$ cat config.mk
export PLATFORM = sky130hd
export DESIGN_NAME = seg7_capture_flat
export DESIGN_NICKNAME = d
export VERILOG_FILES = /design/src/rtl/seg7_capture_if.sv /design/src/rtl/seg7_capture.sv /design/src/flat_wrapper.sv
export SDC_FILE = /design/constraint.sdc
export NUM_CORES = 1
export LEC_CHECK = 0
export BUFFER_PORTS_ARGS = -buffer_cell sky130_fd_sc_hd__buf_2
export CELL_PAD_IN_SITES_DETAIL_PLACEMENT = 1
export CELL_PAD_IN_SITES_GLOBAL_PLACEMENT = 1
export CORE_ASPECT_RATIO = 1.75
export CORE_MARGIN = 2
export CORE_UTILIZATION = 40
export CTS_CLUSTER_DIAMETER = 100
export DETAILED_ROUTE_END_ITERATION = 16
export GPL_TIMING_DRIVEN = 1
export HOLD_SLACK_MARGIN = 0.1
export PLACE_DENSITY = 0.81
export SYNTH_ARGS = -nofsm -noshare
export SYNTH_HDL_FRONTEND = slang
export SYNTH_SLANG_ARGS = --single-unit
$ cat constraint.sdc
create_clock -name Clock -period 2.75 [get_ports Clock]
set_input_delay 0.4125 -clock Clock [delete_from_list [all_inputs] [get_ports Clock]]
set_output_delay 0.4125 -clock Clock [all_outputs]
set_load 0.005 [all_outputs]
$ cat src/rtl/seg7_capture_if.sv
// Segment-pattern loopback bus: the pattern fed in plus the decoded digit,
// pulses, BCD history and counters reported back.
interface seg7_capture_if #(
  parameter int unsigned DIGITS = 4
);
  logic [6:0]          SEG_IN;
  logic [3:0]          DIGIT_OUT;
  logic                DIGIT_VALID;
  logic                SEG_ERR;
  logic [4*DIGITS-1:0] BCD_OUT;
  logic [3:0]          DIGIT_COUNT;
  logic [7:0]          ERR_COUNT;

  modport master (
    output SEG_IN,
    input  DIGIT_OUT, DIGIT_VALID, SEG_ERR, BCD_OUT, DIGIT_COUNT, ERR_COUNT
  );

  modport slave (
    input  SEG_IN,
    output DIGIT_OUT, DIGIT_VALID, SEG_ERR, BCD_OUT, DIGIT_COUNT, ERR_COUNT
  );
endinterface

$ cat src/rtl/seg7_capture.sv
// Debounces an active-low 7-segment pattern, decodes it back to a decimal
// digit, shifts accepted digits into a BCD history and counts illegal patterns.
module seg7_capture #(
  parameter int unsigned STABLE_CYCLES = 4,
  parameter int unsigned DIGITS        = 4
) (
  input  logic           Clock,
  input  logic           Reset,
  input  logic           Clear,
  seg7_capture_if.slave  bus
);
  localparam int unsigned W       = 4 * DIGITS;
  localparam logic [3:0]  STB     = 4'(STABLE_CYCLES);
  localparam logic [3:0]  DIG_MAX = 4'(DIGITS);
  localparam logic [6:0]  BLANK   = 7'h7F;

  localparam logic [0:0] ST_WAIT = 1'b0;
  localparam logic [0:0] ST_HOLD = 1'b1;

  logic [6:0]   seg_q, seg_d;
  logic [3:0]   stable_cnt_q, stable_cnt_d;
  logic [0:0]   state_q, state_d;
  logic [3:0]   digit_q, digit_d;
  logic         valid_q, valid_d;
  logic         err_q, err_d;
  logic [W-1:0] bcd_q, bcd_d;
  logic [3:0]   dcnt_q, dcnt_d;
  logic [7:0]   ecnt_q, ecnt_d;

  logic         same;
  logic         accept;
  logic         is_digit;
  logic         is_blank;
  logic [3:0]   dec;
  logic [W+3:0] bcd_ext;

  always_comb begin
    dec      = 4'd0;
    is_digit = 1'b1;
    case (seg_q)
      7'h40:   dec = 4'd0;
      7'h79:   dec = 4'd1;
      7'h24:   dec = 4'd2;
      7'h30:   dec = 4'd3;
      7'h19:   dec = 4'd4;
      7'h12:   dec = 4'd5;
      7'h02:   dec = 4'd6;
      7'h78:   dec = 4'd7;
      7'h00:   dec = 4'd8;
      7'h10:   dec = 4'd9;
      default: is_digit = 1'b0;
    endcase
    is_blank = (seg_q == BLANK);
  end

  always_comb begin
    same    = (bus.SEG_IN == seg_q);
    // Acceptance also needs the current edge's sample to match, so a pattern
    // must span STABLE_CYCLES+1 edges before it is taken.
    accept  = (state_q == ST_WAIT) && same && (stable_cnt_q == STB);
    bcd_ext = {bcd_q, dec};

    seg_d        = bus.SEG_IN;
    stable_cnt_d = stable_cnt_q;
    state_d      = state_q;
    if (!same) begin
      stable_cnt_d = 4'd1;
      state_d      = ST_WAIT;
    end else begin
      if (stable_cnt_q < STB) stable_cnt_d = stable_cnt_q + 4'd1;
      if (accept)             state_d      = ST_HOLD;
    end

    valid_d = accept && is_digit && !Clear;
    err_d   = accept && !is_digit && !is_blank && !Clear;
    digit_d = valid_d ? dec : digit_q;

    bcd_d  = bcd_q;
    dcnt_d = dcnt_q;
    ecnt_d = ecnt_q;
    if (Clear) begin
      bcd_d  = '0;
      dcnt_d = '0;
      ecnt_d = '0;
    end else begin
      if (valid_d) begin
        bcd_d = bcd_ext[W-1:0];
        if (dcnt_q < DIG_MAX) dcnt_d = dcnt_q + 4'd1;
      end
      if (err_d && ecnt_q != 8'hFF) ecnt_d = ecnt_q + 8'd1;
    end
  end

  always_ff @(posedge Clock or posedge Reset) begin
    if (Reset) begin
      seg_q        <= BLANK;
      stable_cnt_q <= '0;
      state_q      <= ST_WAIT;
      digit_q      <= '0;
      valid_q      <= 1'b0;
      err_q        <= 1'b0;
      bcd_q        <= '0;
      dcnt_q       <= '0;
      ecnt_q       <= '0;
    end else begin
      seg_q        <= seg_d;
      stable_cnt_q <= stable_cnt_d;
      state_q      <= state_d;
      digit_q      <= digit_d;
      valid_q      <= valid_d;
      err_q        <= err_d;
      bcd_q        <= bcd_d;
      dcnt_q       <= dcnt_d;
      ecnt_q       <= ecnt_d;
    end
  end

  assign bus.DIGIT_OUT   = digit_q;
  assign bus.DIGIT_VALID = valid_q;
  assign bus.SEG_ERR     = err_q;
  assign bus.BCD_OUT     = bcd_q;
  assign bus.DIGIT_COUNT = dcnt_q;
  assign bus.ERR_COUNT   = ecnt_q;
endmodule

$ cat src/flat_wrapper.sv
// flat-port wrapper written by rule: the top's interface ports become plain ports
module seg7_capture_flat 
#(
  parameter int unsigned STABLE_CYCLES = 4,
  parameter int unsigned DIGITS        = 4
)
  (Clock, Reset, Clear, bus_SEG_IN, bus_DIGIT_OUT, bus_DIGIT_VALID, bus_SEG_ERR, bus_BCD_OUT, bus_DIGIT_COUNT, bus_ERR_COUNT);
  seg7_capture_if #(.DIGITS(DIGITS)) bus_i ();
  input  logic Clock;
  input  logic Reset;
  input  logic Clear;
  input wire logic [$bits(bus_i.SEG_IN)-1:0] bus_SEG_IN;
  output wire logic [$bits(bus_i.DIGIT_OUT)-1:0] bus_DIGIT_OUT;
  output wire logic [$bits(bus_i.DIGIT_VALID)-1:0] bus_DIGIT_VALID;
  output wire logic [$bits(bus_i.SEG_ERR)-1:0] bus_SEG_ERR;
  output wire logic [$bits(bus_i.BCD_OUT)-1:0] bus_BCD_OUT;
  output wire logic [$bits(bus_i.DIGIT_COUNT)-1:0] bus_DIGIT_COUNT;
  output wire logic [$bits(bus_i.ERR_COUNT)-1:0] bus_ERR_COUNT;
  assign bus_i.SEG_IN = bus_SEG_IN;
  assign bus_DIGIT_OUT = bus_i.DIGIT_OUT;
  assign bus_DIGIT_VALID = bus_i.DIGIT_VALID;
  assign bus_SEG_ERR = bus_i.SEG_ERR;
  assign bus_BCD_OUT = bus_i.BCD_OUT;
  assign bus_DIGIT_COUNT = bus_i.DIGIT_COUNT;
  assign bus_ERR_COUNT = bus_i.ERR_COUNT;
  seg7_capture #(.STABLE_CYCLES(STABLE_CYCLES), .DIGITS(DIGITS)) u_core (.Clock(Clock), .Reset(Reset), .Clear(Clear), .bus(bus_i));
endmodule
== Word-level counts from Yosys, hierarchy flattened ==
Cells that the tools add are included.
Storage, ports and cells
  bits in registers: 46
  output and inout port bits: 34
Operators by class
  add/subtract/negate cells: 3
  order comparisons: 2
  equality and inequality tests: 15
  mux-type cells: 13
  bitwise gates (word level): 1
  reduce and logical (&&, ||, !) cells: 17
Operator list (count)
  $pmux W4 S9: 1
  $mux W16: 2
  $eq A7 B7 Y1 const B: 4
  $eq A7 B5 Y1 const B: 3
  $mux W4: 5
  $mux W8: 2
  $eq A7 B6 Y1 const B: 2
  $reduce_or A10 Y1: 1
  $add A4 B1 Y4 const B: 2
  $add A8 B1 Y8 const B: 1
  $logic_and A1 B1 Y1: 8
  $lt A4 B3 Y1 const B: 2
  $ne A8 B8 Y1 const B: 1
  $eq A7 B2 Y1 const B: 1
  $eq A7 B7 Y1: 1
  $logic_not A7 Y1: 1
  $reduce_bool A2 Y1: 3
  $eq A4 B3 Y1 const B: 1
  $ne A2 B2 Y1 const B: 2
  $logic_not A1 Y1: 3
  $mux W1: 3
  $reduce_and A2 Y1: 1
  $not A1 Y1: 1

== Longest topological paths before layout ==
  depth in word-level cells: 10
  depth in mapped cells: 10

== Worst setup path after synthesis ==
No wires, ideal clock.
  kind: reg2reg
  from: register u_core.seg_q[3]
  to: register u_core.digit_q[0] (netlist: u_core.bus.DIGIT_OUT[0])
  arrival: 2121 ps
  data required time: 2623 ps
  slack: 502 ps
  cell stages (with the launch flop): 10
  path buffers: 3
  clock period less this slack: 2248 ps
  path through: dfstp_2 > buf_2 > xnor2_1 > nand4_1 > or3_1 > buf_6 > a21oi_2 > buf_6 > and2_4 > mux2_1
Between the ends
  cells in the longest elaborated chain, start to end: 5
RTL lines
  start: declaration: line seg7_capture.sv:20  | logic [6:0] seg_q, seg_d;
  start signal: assignment: line seg7_capture.sv:106  | seg_q <= seg_d;
  $eq A7 B7 Y1 (tied with other cells): line seg7_capture.sv:40  | case (seg_q)
  $reduce_or A10 Y1 (no line) or $logic_and A1 B1 Y1 (tied branches)
  $mux W1 or $logic_and A1 B1 Y1 (tied branches): line seg7_capture.sv:40, seg7_capture.sv:60
  $logic_and A1 B1 Y1 (*) (2 in a row): line seg7_capture.sv:74  | valid_d = accept && is_digit && !Clear;
  named net u_core.valid_d: line seg7_capture.sv:24  | logic valid_q, valid_d;
  end signal: assignment: line seg7_capture.sv:109  | digit_q <= digit_d;
  end: declaration: line seg7_capture.sv:23  | logic [3:0] digit_q, digit_d;
Mark *: on every way through the listed nets, which the timed path passes. The rest lies on a longest branch.
A chain may end at the register's enable or synchronous reset.

== Worst setup path after layout ==
  from: register u_core.seg_q[5]
  to: register u_core.bcd_q[12] (netlist: u_core.bus.BCD_OUT[12])
Between the ends
  cells in the longest elaborated chain, start to end: 6
RTL lines
  $eq A7 B7 Y1 (tied with other cells): line seg7_capture.sv:40
  $reduce_or A10 Y1 (no line) or $logic_and A1 B1 Y1 (tied branches)
  $mux W1 or $logic_and A1 B1 Y1 (tied branches): line seg7_capture.sv:40, seg7_capture.sv:60
  $logic_and A1 B1 Y1 (*) (2 in a row): line seg7_capture.sv:74
  $reduce_bool A2 Y1 (no line) (*)
  end signal: assignment: line seg7_capture.sv:102  | bcd_q <= '0;
  end signal: assignment: line seg7_capture.sv:112  | bcd_q <= bcd_d;
  end: declaration: line seg7_capture.sv:26  | logic [W-1:0] bcd_q, bcd_d;
Every way passes the cells marked *; elsewhere a longest branch is shown, timed or not.

==> out/qor.yml <==
status: "completed"
core_area_um2: 5585
slew_headroom_pct: 35.60
fin_crit_sh_pct: 87.83
netlist.area_leader.share_pct: 41.91
stdcell_count: 324
clk_path_buf_depth: 2
sequentialPowerShare_pct: 54.7
dieHeight_um: 104.9
setup_tns_ns: 0
overflow: 0
wl_per_cell_um: 16.13
grt_max_degree: 47
critPathKind: "flop to flop"
syn_inst: 209
grt_pass1_wl_um: 8914
yosysWarnings: 0
path_max_fanout: 18
portBuffers: 43
die_x_um: 61.68
final_cell_mix: "buf_2, dfrtp_1, nor2_1"
cp.depth: 7
ir_drop_v: 0.0004756
postRouteAntennaNets: 0
synthFlopType: "dfrtp_1"
synth_fp_nets: 223
start_util_pct: 41.69
cts.sinks: 46
slowest_stage: "dfstp_2"
drt-initial-drc-count: 89
firstDrtPassIters: 4
p_int_mw: 1.001
worst_setup_path_start_kind: "flop"
min_period_ns: 2.415
cts_root_buf: "clkbuf_8"
synth_area_per_cell_um2: 11.14
end_kind: "flop"
final_layout_size_suffix_gt1_share_pct: 31.05
hold_violations: 0
maxSlewViolCount: 0
critPathTopFamily: "simple AND/OR/NAND/NOR gates"
rows: 36
syn_area_um2: 2328
vias_per_cell: 5.231
ys_seq_area_share_pct: 49.81
routed_wl_um: 5226
cts_buffers: 5
synth_edf_count: 0
p_total_mw: 1.282
cellLeakagePower_nw: 1.221
cp.required_ns: 2.92
grt_pass1_vias: 1816
ys_types: 52
tightest_slew_ns: 0.9646
path_cells: "xnor2_1 -> nand4_1 -> or3_1 -> a21oi_2 -> buf_4 -> mux2i_1 -> nor2_1"
preCtsSetupSlack_ns: 0.3208
cts_resized: 0
max_freq_ghz: 0.4140
die_area_um2: 6472
clk_latency_ns: 0.30
setup-violations-final: 0
cts_tree: "done"
path_buf_inv: 1
synthTopCellsByArea: "dfrtp_1, dfstp_2, mux2i_1"
drc_errors: 0
hpwl_um: 3952
cts.clk_slew.worst_paths_ns: 0.08
cts_hold_buf: 0
vias: 1695
async_reset_ff_share_pct: 100.0
post_cts_buffers: 0
power.share.clock_pct: 39.9
rr_worst_depth: 7
grt_usage_pct: 18.13
drv_cap: 0
rsz0062_at_grt: "no"
min_path_type: "input pin to flop"
place_congestion: 0.7918
worstPathArrival_ns: 2.58
skew_ns: 0.006323
switching_share_pct: 21.88
hold_slack_ns: 0.2235
antenna_found_initial: 0
power_density_nw_per_um2: 484.1
final_common_cell: "buf_2"
io_pins: 44
area_growth_pct: 13.70
ys_seq_elements: 46
placed_cells: 317
layout_setup_ws_ns: 0.3347
p_sw_uw: 280.4
synth_top_area_cell: "dfrtp_1"
p_comb_share_pct: 5.5
slowest_delay_ns: 0.66
nets: 262
hold_depth: 1
num_antenna_cells: 0
h-tree-depth: 2
==> synthesized netlist by cell type (3+ instances only) <==
| library cell | n |
|---|---|
| inv_1 | 10 |
| ha_1 | 4 |
| and3_1 | 3 |
| clkbuf_1 | 4 |
| nand2_1 | 5 |
| mux2i_1 | 16 |
| xnor2_1 | 9 |
| a21oi_1 | 12 |
| o31ai_1 | 5 |
| nor2_1 | 31 |
| or3_1 | 3 |
| dfstp_2 | 7 |
| o21ai_0 | 4 |
| dfrtp_1 | 39 |
| nand3_1 | 7 |
| buf_6 | 7 |
==> logic make-up after synthesis <==
group | share of synthesized area [%]
buf+inv | 6.878
compound gates | 13.38
xor+xnor | 3.762
simple gates | 15.05
fa+ha+maj | 2.149
flops | 49.81
mux | 8.973
==> final cells by class <==
cell class | instances | area [um^2]
fillers | 672 | 2938
well taps | 76 | 95.09
flip-flops and latches | 46 | 1160
clock buffers | 6 | 82.58
inverters | 11 | 41.29
multi-input cells | 139 | 1008
repair buffers | 45 | 230.2
clock inverters | 1 | 30.03
==> flip-flops by register name, summed over array words and instances (netlist names) <==
name and flops:
u_core.bus.DIGIT_VALID 1, u_core.bus.BCD_OUT 16, u_core.bus.DIGIT_COUNT 4, u_core.stable_cnt_q 4, u_core.state_q 1, u_core.bus.DIGIT_OUT 4, u_core.bus.SEG_ERR 1, u_core.seg_q 7
u_core.bus.ERR_COUNT 8
==> final timing paths <==
check                                              from                       to  slack (ns)
min in group asynchronous                         Reset   u_core.stable_cnt_q[3]        0.33
worst min-delay path                      bus_SEG_IN[6]          u_core.seg_q[6]        0.22
worst max-delay path                    u_core.seg_q[5]   u_core.bus.BCD_OUT[12]        0.33
worst min register to register  u_core.bus.DIGIT_OUT[3]  u_core.bus.DIGIT_OUT[3]        0.50
max in group asynchronous                         Reset  u_core.bus.DIGIT_OUT[3]        1.81
worst max register to register          u_core.seg_q[5]   u_core.bus.BCD_OUT[12]        0.33
==> power groups by stage <==
stage / Sequential, mW / Clock, mW / Combinational [mW]
final: 0.701 / 0.511 / 0.0701
after global routing: 0.703 / 0.551 / 0.0789
after CTS: 0.701 / 0.522 / 0.0722
after detailed placement: 0.714 / 0 / 0.0717
after global placement: 0.713 / 0 / 0.0700
after floorplan: 0.703 / 0 / 0.0629
==> worst reg2reg max path: stages (launching register included) <==
cell     delay (ns)
dfstp_2        0.66
xnor2_1        0.15
nand4_1        0.17
or3_1          0.52
a21oi_2        0.18
buf_4          0.31
mux2i_1        0.23
nor2_1         0.07
==> metrics by stage <==
| stage | util (%) | instance area (um^2) |
|---|---|---|
| 6_report | 47.40 | 2648 |
| 5_1_grt | 47.40 | 2648 |
| 4_1_cts | 47.40 | 2648 |
| 3_5_place_dp | 45.39 | 2535 |
| 3_3_place_gp | 45.39 | 2535 |
| 2_1_floorplan | - | 2328 |
==> routing by layer <==
| metal | share of wire (%) | wire, um | track usage, % |
|---|---|---|---|
| met1 | 37 | 1945 | 20.81 |
| met2 | 58 | 3022 | 32.03 |
| met3 | 2.9 | 150 | 3.589 |
| met4 | 2.1 | 108 | 5.623 |
| met5 | 0 | 0 | 0 |
Power figures use the tool's default switching activity.
